==> config.mk <==
export PLATFORM = sky130hd
export DESIGN_NAME = port_arbiter
export DESIGN_NICKNAME = d
export VERILOG_FILES = /design/src/rtl/router_pkg.sv /design/src/rtl/rr_pick.sv /design/src/rtl/port_arbiter.sv
export SDC_FILE = /design/constraint.sdc
export NUM_CORES = 1
export LEC_CHECK = 0
export BUFFER_PORTS_ARGS = -buffer_cell sky130_fd_sc_hd__buf_2
export CAP_MARGIN = 20
export CORE_AREA = 3 3 318 320
export DETAILED_ROUTE_END_ITERATION = 7
export DIE_AREA = 0 0 321 323
export GPL_TIMING_DRIVEN = 0
export PLACE_DENSITY = 0.3
export SKIP_LAST_GASP = 1
export SYNTH_ARGS = -nofsm -noshare
export SYNTH_HDL_FRONTEND = slang
export SYNTH_SLANG_ARGS = --single-unit
==> constraint.sdc <==
create_clock -name clk -period 6.6 [get_ports clk]
set_clock_uncertainty 0.05 [all_clocks]
set_input_delay 0 -clock clk [delete_from_list [all_inputs] [get_ports clk]]
set_output_delay 0 -clock clk [all_outputs]
set_load 0.02 [all_outputs]
==> src/rtl/router_pkg.sv <==
// Shared router definitions: arbiter state encoding, default stream geometry
// and an elaboration-time ceil(log2) helper.
package router_pkg;

    typedef enum logic [0:0] {
        IDLE = 1'b0,
        BUSY = 1'b1
    } arb_state_t;

    localparam int N_REQ_DEFAULT        = 5;
    localparam int STREAM_WIDTH_DEFAULT = 132;

    // ceil(log2(value)); returns 0 for value <= 1.
    function automatic int clog2(input int value);
        int bits;
        bits = 0;
        for (int v = value - 1; v > 0; v = v >> 1) begin
            bits = bits + 1;
        end
        return bits;
    endfunction

endpackage

==> src/rtl/rr_pick.sv <==
// Combinational round-robin picker: first set request at or after ptr,
// searching upward with wrap-around. Returns a one-hot pick and its index.
module rr_pick
    import router_pkg::*;
#(
    parameter int N_REQ = N_REQ_DEFAULT,
    parameter int PTR_W = (clog2(N_REQ) > 0) ? clog2(N_REQ) : 1
) (
    input  logic [N_REQ-1:0] req,
    input  logic [PTR_W-1:0] ptr,
    output logic [N_REQ-1:0] pick,
    output logic [PTR_W-1:0] idx
);

    logic [N_REQ-1:0] rot;
    logic             found;
    int               off;
    int               src;

    // NOTE: every signal assigned in always_comb gets a default first, so no
    // path through the block leaves it unassigned and no latch is inferred.
    always_comb begin
        rot   = '0;
        found = 1'b0;
        off   = 0;
        src   = 0;
        pick  = '0;

        // Rotate so that bit 0 of rot is the request at ptr.
        for (int i = 0; i < N_REQ; i++) begin
            src = int'(ptr) + i;
            if (src >= N_REQ) src = src - N_REQ;
            rot[i] = req[src];
        end

        for (int i = 0; i < N_REQ; i++) begin
            if (!found && rot[i]) begin
                found = 1'b1;
                off   = i;
            end
        end

        // Un-rotate the winning offset back into an input index.
        src = int'(ptr) + off;
        if (src >= N_REQ) src = src - N_REQ;
        idx = PTR_W'(src);
        if (found) pick[idx] = 1'b1;
    end

endmodule

==> src/rtl/port_arbiter.sv <==
// Round-robin output-port arbiter holding one grant per packet.
// Optional burst split on MAX_BURST beats when PORT_ARB_BURST_LIMIT_EN is defined.
module port_arbiter
    import router_pkg::*;
#(
    parameter int N_REQ        = N_REQ_DEFAULT,
    parameter int STREAM_WIDTH = STREAM_WIDTH_DEFAULT,
    parameter int MAX_BURST    = 8
) (
    input  logic                          clk,
    input  logic                          rst,
    input  logic [N_REQ-1:0]              req,
    input  logic [N_REQ-1:0]              last,
    input  logic [N_REQ*STREAM_WIDTH-1:0] in_data,
    output logic [N_REQ-1:0]              grant,
    output logic                          out_valid,
    output logic [STREAM_WIDTH-1:0]       out_data,
    input  logic                          out_ready,
    output logic                          busy
);

    localparam int PTR_W = (clog2(N_REQ) > 0) ? clog2(N_REQ) : 1;

    arb_state_t       state;
    logic [PTR_W-1:0] ptr;
    logic [PTR_W-1:0] gidx;
    logic [PTR_W-1:0] next_ptr;
    logic [PTR_W-1:0] pick_idx;
    logic [N_REQ-1:0] pick;
    logic             xfer;
    logic             g_last;
    logic             burst_hit;
    logic             rel;

    rr_pick #(
        .N_REQ (N_REQ),
        .PTR_W (PTR_W)
    ) u_pick (
        .req  (req),
        .ptr  (ptr),
        .pick (pick),
        .idx  (pick_idx)
    );

    // grant is all-zero outside BUSY, so masking with it gates both outputs.
    assign out_valid = |(req & grant);
    assign g_last    = |(last & grant);
    assign xfer      = out_valid & out_ready;
    assign rel       = xfer & (g_last | burst_hit);
    assign busy      = (state == BUSY);
    assign next_ptr  = (gidx == PTR_W'(N_REQ - 1)) ? '0 : gidx + 1'b1;

    always_comb begin
        out_data = '0;
        for (int i = 0; i < N_REQ; i++) begin
            if (grant[i]) out_data = out_data | in_data[i*STREAM_WIDTH +: STREAM_WIDTH];
        end
    end

`ifdef PORT_ARB_BURST_LIMIT_EN
    localparam int BEAT_W = clog2(MAX_BURST) + 1;

    logic [BEAT_W-1:0] beat;

    assign burst_hit = (BEAT_W'(beat + 1'b1) == BEAT_W'(MAX_BURST));

    always_ff @(posedge clk) begin
        if (rst || rel) beat <= '0;
        else if (xfer)  beat <= beat + 1'b1;
    end
`else
    assign burst_hit = 1'b0;
`endif

    // NOTE: sequential state uses non-blocking assignments so every register
    // samples pre-edge values regardless of statement order.
    always_ff @(posedge clk) begin
        if (rst) begin
            state <= IDLE;
            ptr   <= '0;
            gidx  <= '0;
            grant <= '0;
        end else begin
            case (state)
                IDLE: begin
                    if (|req) begin
                        grant <= pick;
                        gidx  <= pick_idx;
                        state <= BUSY;
                    end
                end
                BUSY: begin
                    if (rel) begin
                        grant <= '0;
                        ptr   <= next_ptr;
                        state <= IDLE;
                    end
                end
                default: state <= IDLE;
            endcase
        end
    end

endmodule

Word level (Yosys, flattened, before mapping):

Cells that the tools add are included.

* output and inout port bits: 139
* register bits: 12
* word-level logic and storage cells: 101
* input bits: 673

* order comparisons: 13
* $add $sub $neg: 12
* reduce and logical (&&, ||, !) cells: 15
* bitwise operators: 9
* equality and inequality tests: 3
* multiplexer cells: 45

Operators by type and width (count)
* $mux W132: 5
* $or A132 B132 Y132: 4
* $lt A32 B5 Y1 const B: 5
* $mux W32: 5
* $ge A32 B4 Y1 const B: 4
* $sub A32 B4 Y32 const B: 4
* $mux W1: 19
* $bmux W1 S3: 5
* $mux W5: 3
* $reduce_or A5 Y1: 3
* $and A5 B5 Y5: 2
* $pmux W5 S2: 1
* $mux W3: 3
* $add A3 B2 Y4 const B: 2
* $reduce_and A2 Y1: 3
* $logic_and A1 B1 Y1: 5
* $add A3 B1 Y4 const B: 1
* $add A3 B3 Y4: 1
* $add A3 B3 Y4 const B: 1
* $ge A4 B3 Y1 const B: 1
* $logic_not A1 Y1: 4
* $lt A3 B4 Y1 const B: 1
* $mux W2: 2
* $sub A3 B3 Y4 const B: 1
* other kinds (11): 12

Logic depth before layout (Yosys ltp):

Gate-level depths: netlist of the first run.

* depth in word-level cells: 28
* depth in mapped cells: 22
* depth with buffers taken out: 21

Modules after synthesis:

A second synthesis of the first run with hierarchy kept.

* cell total of the unflattened synthesis: 708
* area, all modules: 5093.6 um^2

Modules (own cells, without submodules)
* port_arbiter: instances 1, sequential area each 240.2 um^2, area an instance 3768.6 um^2, cells an instance 536
* rr_pick: instances 1, sequential area each 0.0 um^2, area an instance 1325.0 um^2, cells an instance 172

Worst setup path before layout of the first run:

OpenSTA, ideal clock, no wires.

* path type: flip-flop to flip-flop
* from: register ptr[1]
* to: register grant[4]
* slack: 1.723 ns
* path buffers: 1
* data required time: 6.433 ns
* library setup time: 0.117 ns
* stages on the path, launching flop included: 22
* arrival: 4.709 ns
* cell sequence: dfxtp_1 inv_1 ha_1 ha_1 clkbuf_1 a21boi_2 mux2_2 a31oi_1 a31oi_1 a21oi_1 nor2_1 ha_1 fa_1 inv_1 ha_1 nor2b_1 o21ai_0 a211oi_2 nor3_1 a31oi_1 nor4_1 a32o_1

* cells in the longest elaborated chain, start to end: 28

RTL lines
* from (decl): line port_arbiter.sv:25 `logic [PTR_W-1:0] ptr;`
* from (signal assigned): line port_arbiter.sv:95 `ptr <= next_ptr;`
* parallel branches: the longest is 25 deep, another holds $sub A32 B4 Y32
* $mux W5 (*): line rr_pick.sv:47 `if (found) pick[idx] = 1'b1;`
* $mux W5 (*): line port_arbiter.sv:86 `if (|req) begin`
* $pmux W5 S2 (*): line port_arbiter.sv:84 `case (state)`
* to (signal assigned): line port_arbiter.sv:87 `grant <= pick;`
* to (decl): line port_arbiter.sv:15 `output logic [N_REQ-1:0] grant,`

Mark *: on every way between the ends. The select of a mux whose other input is x is not followed.
A chain may end at the register's enable or synchronous reset.

Worst setup path in the final report of the first run:

* from: register ptr[0]
* to: register grant[4]

The elaborated chain is that of the path after synthesis.

==> summary.txt, run 1 <==
Route
  – Starting DRT DRC Count: 1281
  – Post-Route WL: 72.3 mm
  – Routed Antenna Nets: 0
  – First-pass detailed-route iteration total: 7
  – Vias per inst: 3.68
  – Via count: 10300
  – Routed len/inst: between 20 and 30 um
  – DR DRC count: 0

STA
  – Fin crit period: 5.96 ns
  – # setup viols final: 0
  – Final Slew Violations: 0
  – Max frequency: 0.168 GHz
  – Worst Tran Pin Value: 1.25 ns
  – Setup TNS: 0 ns
  – RSZ-0062 raised after global routing: no
  – Final period util: 0.903
  – Relative slew slack: 0.168
  – Final Hold Violating Endpoints: 0

Logic synthesis
  – Ys async rst share: 0
  – Primary FF master, synth: dfxtp_1
  – Cells after synthesis: 673
  – Top cells by area, synth: a222oi_1, a22oi_1, nand2_1, clkbuf_1, dfxtp_1
  – Synth top area share: 0.287
  – Library cells used by synthesis: 53
  – Main combinational cell family by area after synthesis: compound AO/OA/AOI/OAI gates
  – Post-synthesis compound-gate area fraction: 0.586
  – Mapped cell area: around 4700 sq um
  – Synth Area in Simple Gates: 0.186
  – EDFF count, synth: 0
  – Post-Synth XOR/XNOR Area: 0.00563
  – Syn avg cell area: slightly below 7 sq um
  – Number of synthesized register bits: 12
  – Leading area contributor after synthesis: a222oi_1
  – Mapped Nets: 1364
  – Mux cell area share after synthesis: 0.0364
  – Sequential fraction of the synthesis area: 0.0514
  – Syn. warnings: 0
  – Adder-cell share of the synthesized area: 0.0514

Power and ir drop
  – P_sw: roughly 0.5 mW
  – Share of power burned in registers: 0.082
  – Clk pwr share: 0.130
  – Worst ir drop on vdd: ~0.062 mV
  – Power per cell area: 90.5 nW/um^2
  – Internal: 0.457 mW
  – Logic gate share of total power: 0.788
  – Net Sw Frac: 0.524
  – LEAKAGE: 5.40 nW

Global routing
  – GRT Total Usage: 0.127
  – Initial antenna violation count: just over 40
  – Pin count of the biggest net entering global routing: 12
  – Vias in the first global route: approximately 10000
  – Global-route wire length before repair: 90.1 mm
  – Gr ovfl total: 0

Final layout
  – Layout cells sized above 1: 0.561
  – Most common cell after layout, fill and taps aside: buf_2
  – Most frequent cells in the layout: buf_2, nand2_1, a22oi_1, a222oi_1, clkbuf_1
  – Final core occ: 0.108
  – Area delta synth->final: 127%
  – Nets: 2185
  – Fillers: 11700

Clock tree
  – CTS Hold Bufs: 0
  – Postcts setup bufs: 0
  – # clock sinks: 12
  – Clock slew at reported path FFs: 0.05 ns
  – Clock latency on the worst-skew pair: about 0.24 ns
  – Root Driver: clkbuf_16
  – TritonCTS clock tree: done
  – H-tree Lvls: 1
  – Clock Path Buffers: 2
  – Num CTS Buffers: 3
  – PostCTS Resize Cnt: 0

Critical path
  – CP max stage delay: 0.56 ns
  – CP startpoint kind: flip-flop
  – Critical Path RT: between 6 and 7 ns
  – CP arrival: 6.03 ns
  – CP max stage cell: dfxtp_1
  – Crit path top cell by count: ha_1
  – CP bufs+invs: 3
  – Crit-path max FO: 10
  – Worst Setup End Kind: flip-flop
  – Reg-to-reg critical path startpoint: ptr[0]
  – Family with the most delay on the worst path: compound AO/OA/AOI/OAI gates
  – Critical Path, Cell by Cell: clkinv_1 -> ha_1 -> ha_1 -> clkbuf_1 -> a21boi_2 -> mux2_2 -> a31oi_1 -> a31oi_1 -> a21oi_1 -> nor2_1 -> ha_1 -> fa_1 -> inv_1 -> ha_1 -> nor2b_1 -> o21ai_0 -> a211oi_2 -> nor3_1 -> a31oi_1 -> nor4_1 -> a32o_1
  – Worst Setup SP: ptr[0]
  – WS Path Type: reg2reg

Floorplanning
  – Rows: ~120
  – Initial core utilization: 0.0475
  – Core Region: 98400 sq um
  – Die Span Y: 323 um
  – Die area: around 100000 sq um
  – I/O Pins: between 800 and 900
  – Chip width: 321 um

Placement
  – Port bufs: 807
  – DP Wirelength: 64.8 mm
  – Placer Congestion: 0.847

Hold path
  – Hold Path Class: in2reg
  – Hold path start: rst

Flow run
  – Max_cap viols: 0

Outcome
  – Status: finished, final reports clean
[per-stage QoR]
step | worst slack, ns | hold slack (ns) | std cells | power (mW) | instance area [sq um]
2_1_floorplan | 1.72 | 0.150 | 673 | 0.361 | 4670
3_3_place_gp | 0.505 | 0.282 | 2767 | 0.840 | 10300
3_5_place_dp | 0.557 | 0.278 | 2775 | 0.846 | 10500
4_1_cts | 0.567 | 0.126 | 2779 | 0.974 | 10600
5_1_grt | 0.0165 | 0.174 | 2788 | 1.02 | 10600
6_report | 0.642 | 0.101 | 2794 | 0.960 | 10600
[kinds of logic after synthesis]
group	count (synthesis)
simple gates	200
fa+ha+maj	18
buf+inv	100
mux	15
compound gates	325
xor+xnor	3
flops	12
[worst register-to-register path, stage by stage (launching register included)]
cell      delay (ns)
dfxtp_1         0.56
clkinv_1        0.44
ha_1            0.39
ha_1            0.27
clkbuf_1        0.20
a21boi_2        0.34
mux2_2          0.37
a31oi_1         0.18
a31oi_1         0.20
a21oi_1         0.18
nor2_1          0.06
ha_1            0.23
fa_1            0.48
inv_1           0.14
ha_1            0.23
nor2b_1         0.19
o21ai_0         0.11
a211oi_2        0.52
nor3_1          0.09
a31oi_1         0.24
nor4_1          0.08
a32o_1          0.30
[layer usage]
layer  vias to the layer above  part of all wire  track usage
li1                       4549                 -            -
met1                      4903              0.40        0.158
met2                       740              0.46        0.212
met3                        80              0.12       0.0471
met4                         6             0.021       0.0214
met5                         -           0.00048            0
[power by group through the flow]
stage	Combinational, mW	Sequential (mW)	Clock, mW
2_1_floorplan	0.280	0.0805	0
3_3_place_gp	0.759	0.0804	0
3_5_place_dp	0.765	0.0805	0
4_1_cts	0.769	0.0791	0.126
5_1_grt	0.809	0.0793	0.132
6_report	0.757	0.0787	0.124
[cells in the mapped netlist, drive strengths merged (2+ instances only)]
master / count
a211oi: 5
a21oi: 16
a222oi: 134
a22oi: 135
a31oi: 5
a32o: 5
and3: 3
buf: 13
clkbuf: 74
dfxtp: 12
fa: 2
ha: 16
inv: 12
mux2: 3
mux2i: 11
nand2: 140
nand2b: 5
nand3: 5
nand3b: 2
nor2: 15
nor2b: 7
nor3: 11
nor3b: 3
nor4: 2
o2111ai: 2
o21ai: 12
o31ai: 3
xnor2: 3
[registers in the layout, summed over array words and instances, names as in the netlist]
name / count
ptr: 3
busy: 1
gidx: 3
grant: 5
[path summary, 6_finish.rpt]
check / endpoint / slack, ns / cells past startpoint
hold / removal: gidx[2] / 0.10 / 2
setup reg to reg: grant[4] / 0.64 / 21
hold reg to reg: gidx[0] / 0.47 / 2
setup / recovery: grant[4] / 0.64 / 21
[cell type report]
class,instances,area [sq um],share of cell area
Timing Repair Buffer,816,4210,0.396
Multi-Input combinational cell,561,4050,0.381
Tap cell,1287,1610,0.152
Buffer,87,337,0.0317
Sequential cell,12,240,0.0226
Clock buffer,4,88.8,0.00837
Inverter,13,48.8,0.00460
Antenna cell,14,35.0,0.00330
(Power assumes the default switching activity.)
==> run 2, diff against run 1 <==
Settings changed: CELL_PAD_IN_SITES_DETAIL_PLACEMENT from default to 1, CELL_PAD_IN_SITES_GLOBAL_PLACEMENT from default to 2, CORE_AREA 3 3 318 320 to 3 3 316 318, DIE_AREA 0 0 321 323 to 0 0 319 321, PLACE_DENSITY 0.3 to 0.41.
==> summary.txt, run 2 (synthesized netlist as in run 1, its figures left out) <==
Critical path
  – Critical Path RT: around 6.7 ns
  – CP startpoint kind: flip-flop
  – Worst Setup SP: ptr[0]
  – Reg-to-reg critical path startpoint: ptr[0]
  – R2R cell count: 21
  – Setup slack, reg-to-reg: between 0.6 and 0.7 ns
  – WS Path Type: reg2reg
  – CP arrival: 6.07 ns
  – Reg2Reg Capture Point: grant[0]
  – Crit-path max FO: 10
  – Worst Setup End Kind: flip-flop

Clock tree
  – Postcts setup bufs: 0
  – Clock Path Buffers: 2
  – Clock latency on the worst-skew pair: 0.24 ns
  – TritonCTS clock tree: done
  – Clock slew at reported path FFs: about 0.04 ns
  – Root Driver: clkbuf_16
  – # clock sinks: 12
  – H-tree Lvls: 1
  – Num CTS Buffers: 3

STA
  – Relative slew slack: 0.225
  – Final Hold Violating Endpoints: 0
  – Final period util: 0.908
  – Final Slew Violations: 0
  – Worst Tran Pin Value: 1.16 ns
  – # setup viols final: 0
  – Max frequency: 0.167 GHz
  – Fin crit period: around 6 ns
  – Setup TNS: 0 ns
  – Worst setup margin: 0.610 ns
  – RSZ-0062 raised after global routing: no
  – Post-Route Hold Slack: 0.101 ns

Hold path
  – Hold Path Class: in2reg
  – Hold Crit Depth: 2
  – Hold path start: rst
  – Min-Delay Endpoint: ptr[1]

Floorplanning
  – I/O Pins: 812
  – Initial core utilization: 0.0482
  – Die Span Y: about 320 um
  – Chip width: around 320 um
  – Rows: about 110
  – Die area: 102000 sq um
  – Core Region: 96900 sq um

Final layout
  – Layout cells sized above 1: 0.560
  – Fillers: 11900
  – Post-route cell area: 10500 sq um
  – Most frequent cells in the layout: buf_2, nand2_1, a22oi_1, a222oi_1, clkbuf_1
  – Max reg flops: 5
  – Most common cell after layout, fill and taps aside: buf_2
  – Largest Register: grant
  – Register area: around 240 sq um
  – Area delta synth->final: 125%
  – Multi-input gate area: 4050 sq um
  – Finished Layout Cells: between 2000 and 3000
  – Nets: about 2200
  – Regs by FF count: grant (5), gidx (3), ptr (3)

Placement
  – Dpl cells: 2761
  – Placer Congestion: 0.915
  – DP Wirelength: 63.5 mm
  – Port bufs: 807
  – Placement Setup Slack: just under 0.5 ns
  – Placed cell area: ~10000 sq um

Global routing
  – Global-route wire length before repair: 92.0 mm
  – Pin count of the biggest net entering global routing: 12
  – Gr ovfl total: 0
  – Vias in the first global route: 10900
  – GRT Total Usage: 0.128
  – Initial antenna violation count: 29

Route
  – Starting DRT DRC Count: 1226
  – Routed len/inst: 25.7 um
  – Vias per inst: 3.70
  – DR DRC count: 9
  – Via count: 10300
  – First-pass detailed-route iteration total: 8
  – Routed Antenna Nets: 0
  – Post-Route WL: between 70 and 80 mm

Power and ir drop
  – Power per cell area: slightly below 90 nW/um^2
  – Worst ir drop on vdd: 0.0560 mV
  – LEAKAGE: between 5 and 6 nW

Flow run
  – Max_cap viols: 0

Outcome
  – Status: complete, but fails checks
  – Failing checks: DRC
[run 2: cell count changes in the layout (fill, tap and decap cells not counted), sizes merged]
cell / change
diode: -2
clkinvlp: +1
buf: -3
clkbuf: -1
clkinv: -1
[run 2: layout make-up]
cell class              instances  area share
repair buffers                813       0.393
multi-input cells             561       0.385
well taps                    1276       0.152
plain buffers                  87      0.0320
flip-flops and latches         12      0.0229
clock buffers                   3     0.00715
inverters                      13     0.00500
diodes                         12     0.00286
[run 2: layer usage]
metal / up-vias / wire (um) / track usage
li1: 4540 / - / -
met1: 4989 / 29800 / 0.161
met2: 684 / 32400 / 0.209
met3: 54 / 7620 / 0.0468
met4: 10 / 1410 / 0.0258
met5: - / 68 / 0
[run 2: worst max path at each step]
stage	to	slack, ns	depth (start not counted)
2_1_floorplan	grant[4]	1.72	21
3_3_place_gp	grant[4]	0.57	21
3_5_place_dp	grant[4]	0.49	21
4_1_cts	grant[4]	0.46	21
5_1_grt	grant[4]	0.05	21
6_report	grant[0]	0.61	21
[run 2: through the flow]
stage	power (mW)	util
3_5_place_dp	0.830	0.107
6_report	0.929	0.108
4_1_cts	0.947	0.108
5_1_grt	0.994	0.108
3_3_place_gp	0.824	0.106
2_1_floorplan	0.361	-
[run 2: where the power goes]
part / switching (mW) / total (mW) / leakage, nW / internal [mW]
logic: 0.454 / 0.740 / 5.22 / 0.286
clock network: 0.0311 / 0.110 / 0.0370 / 0.0789
registers: 0.00418 / 0.0796 / 0.0977 / 0.0754
total: 0.489 / 0.929 / 5.35 / 0.440
[run 2: critical path, stage by stage (launching register included)]
cell	delay [ns]
dfxtp_1	0.62
clkinvlp_4	0.40
ha_1	0.34
ha_1	0.28
clkbuf_1	0.22
a21boi_2	0.35
mux2_2	0.38
a31oi_1	0.17
a31oi_1	0.21
a21oi_1	0.18
nor2_1	0.07
ha_1	0.24
fa_1	0.50
inv_1	0.14
ha_1	0.23
nor2b_1	0.19
o21ai_0	0.12
a211oi_2	0.51
nor3_1	0.08
a31oi_1	0.23
nor2_1	0.10
a32o_1	0.28
[run 2: repair_timing]
action,in CTS,in global routing
hold buffers,0,0
endpoints found under the setup margin,0,5
resized for setup,0,1
hold endpoints to repair,0,0
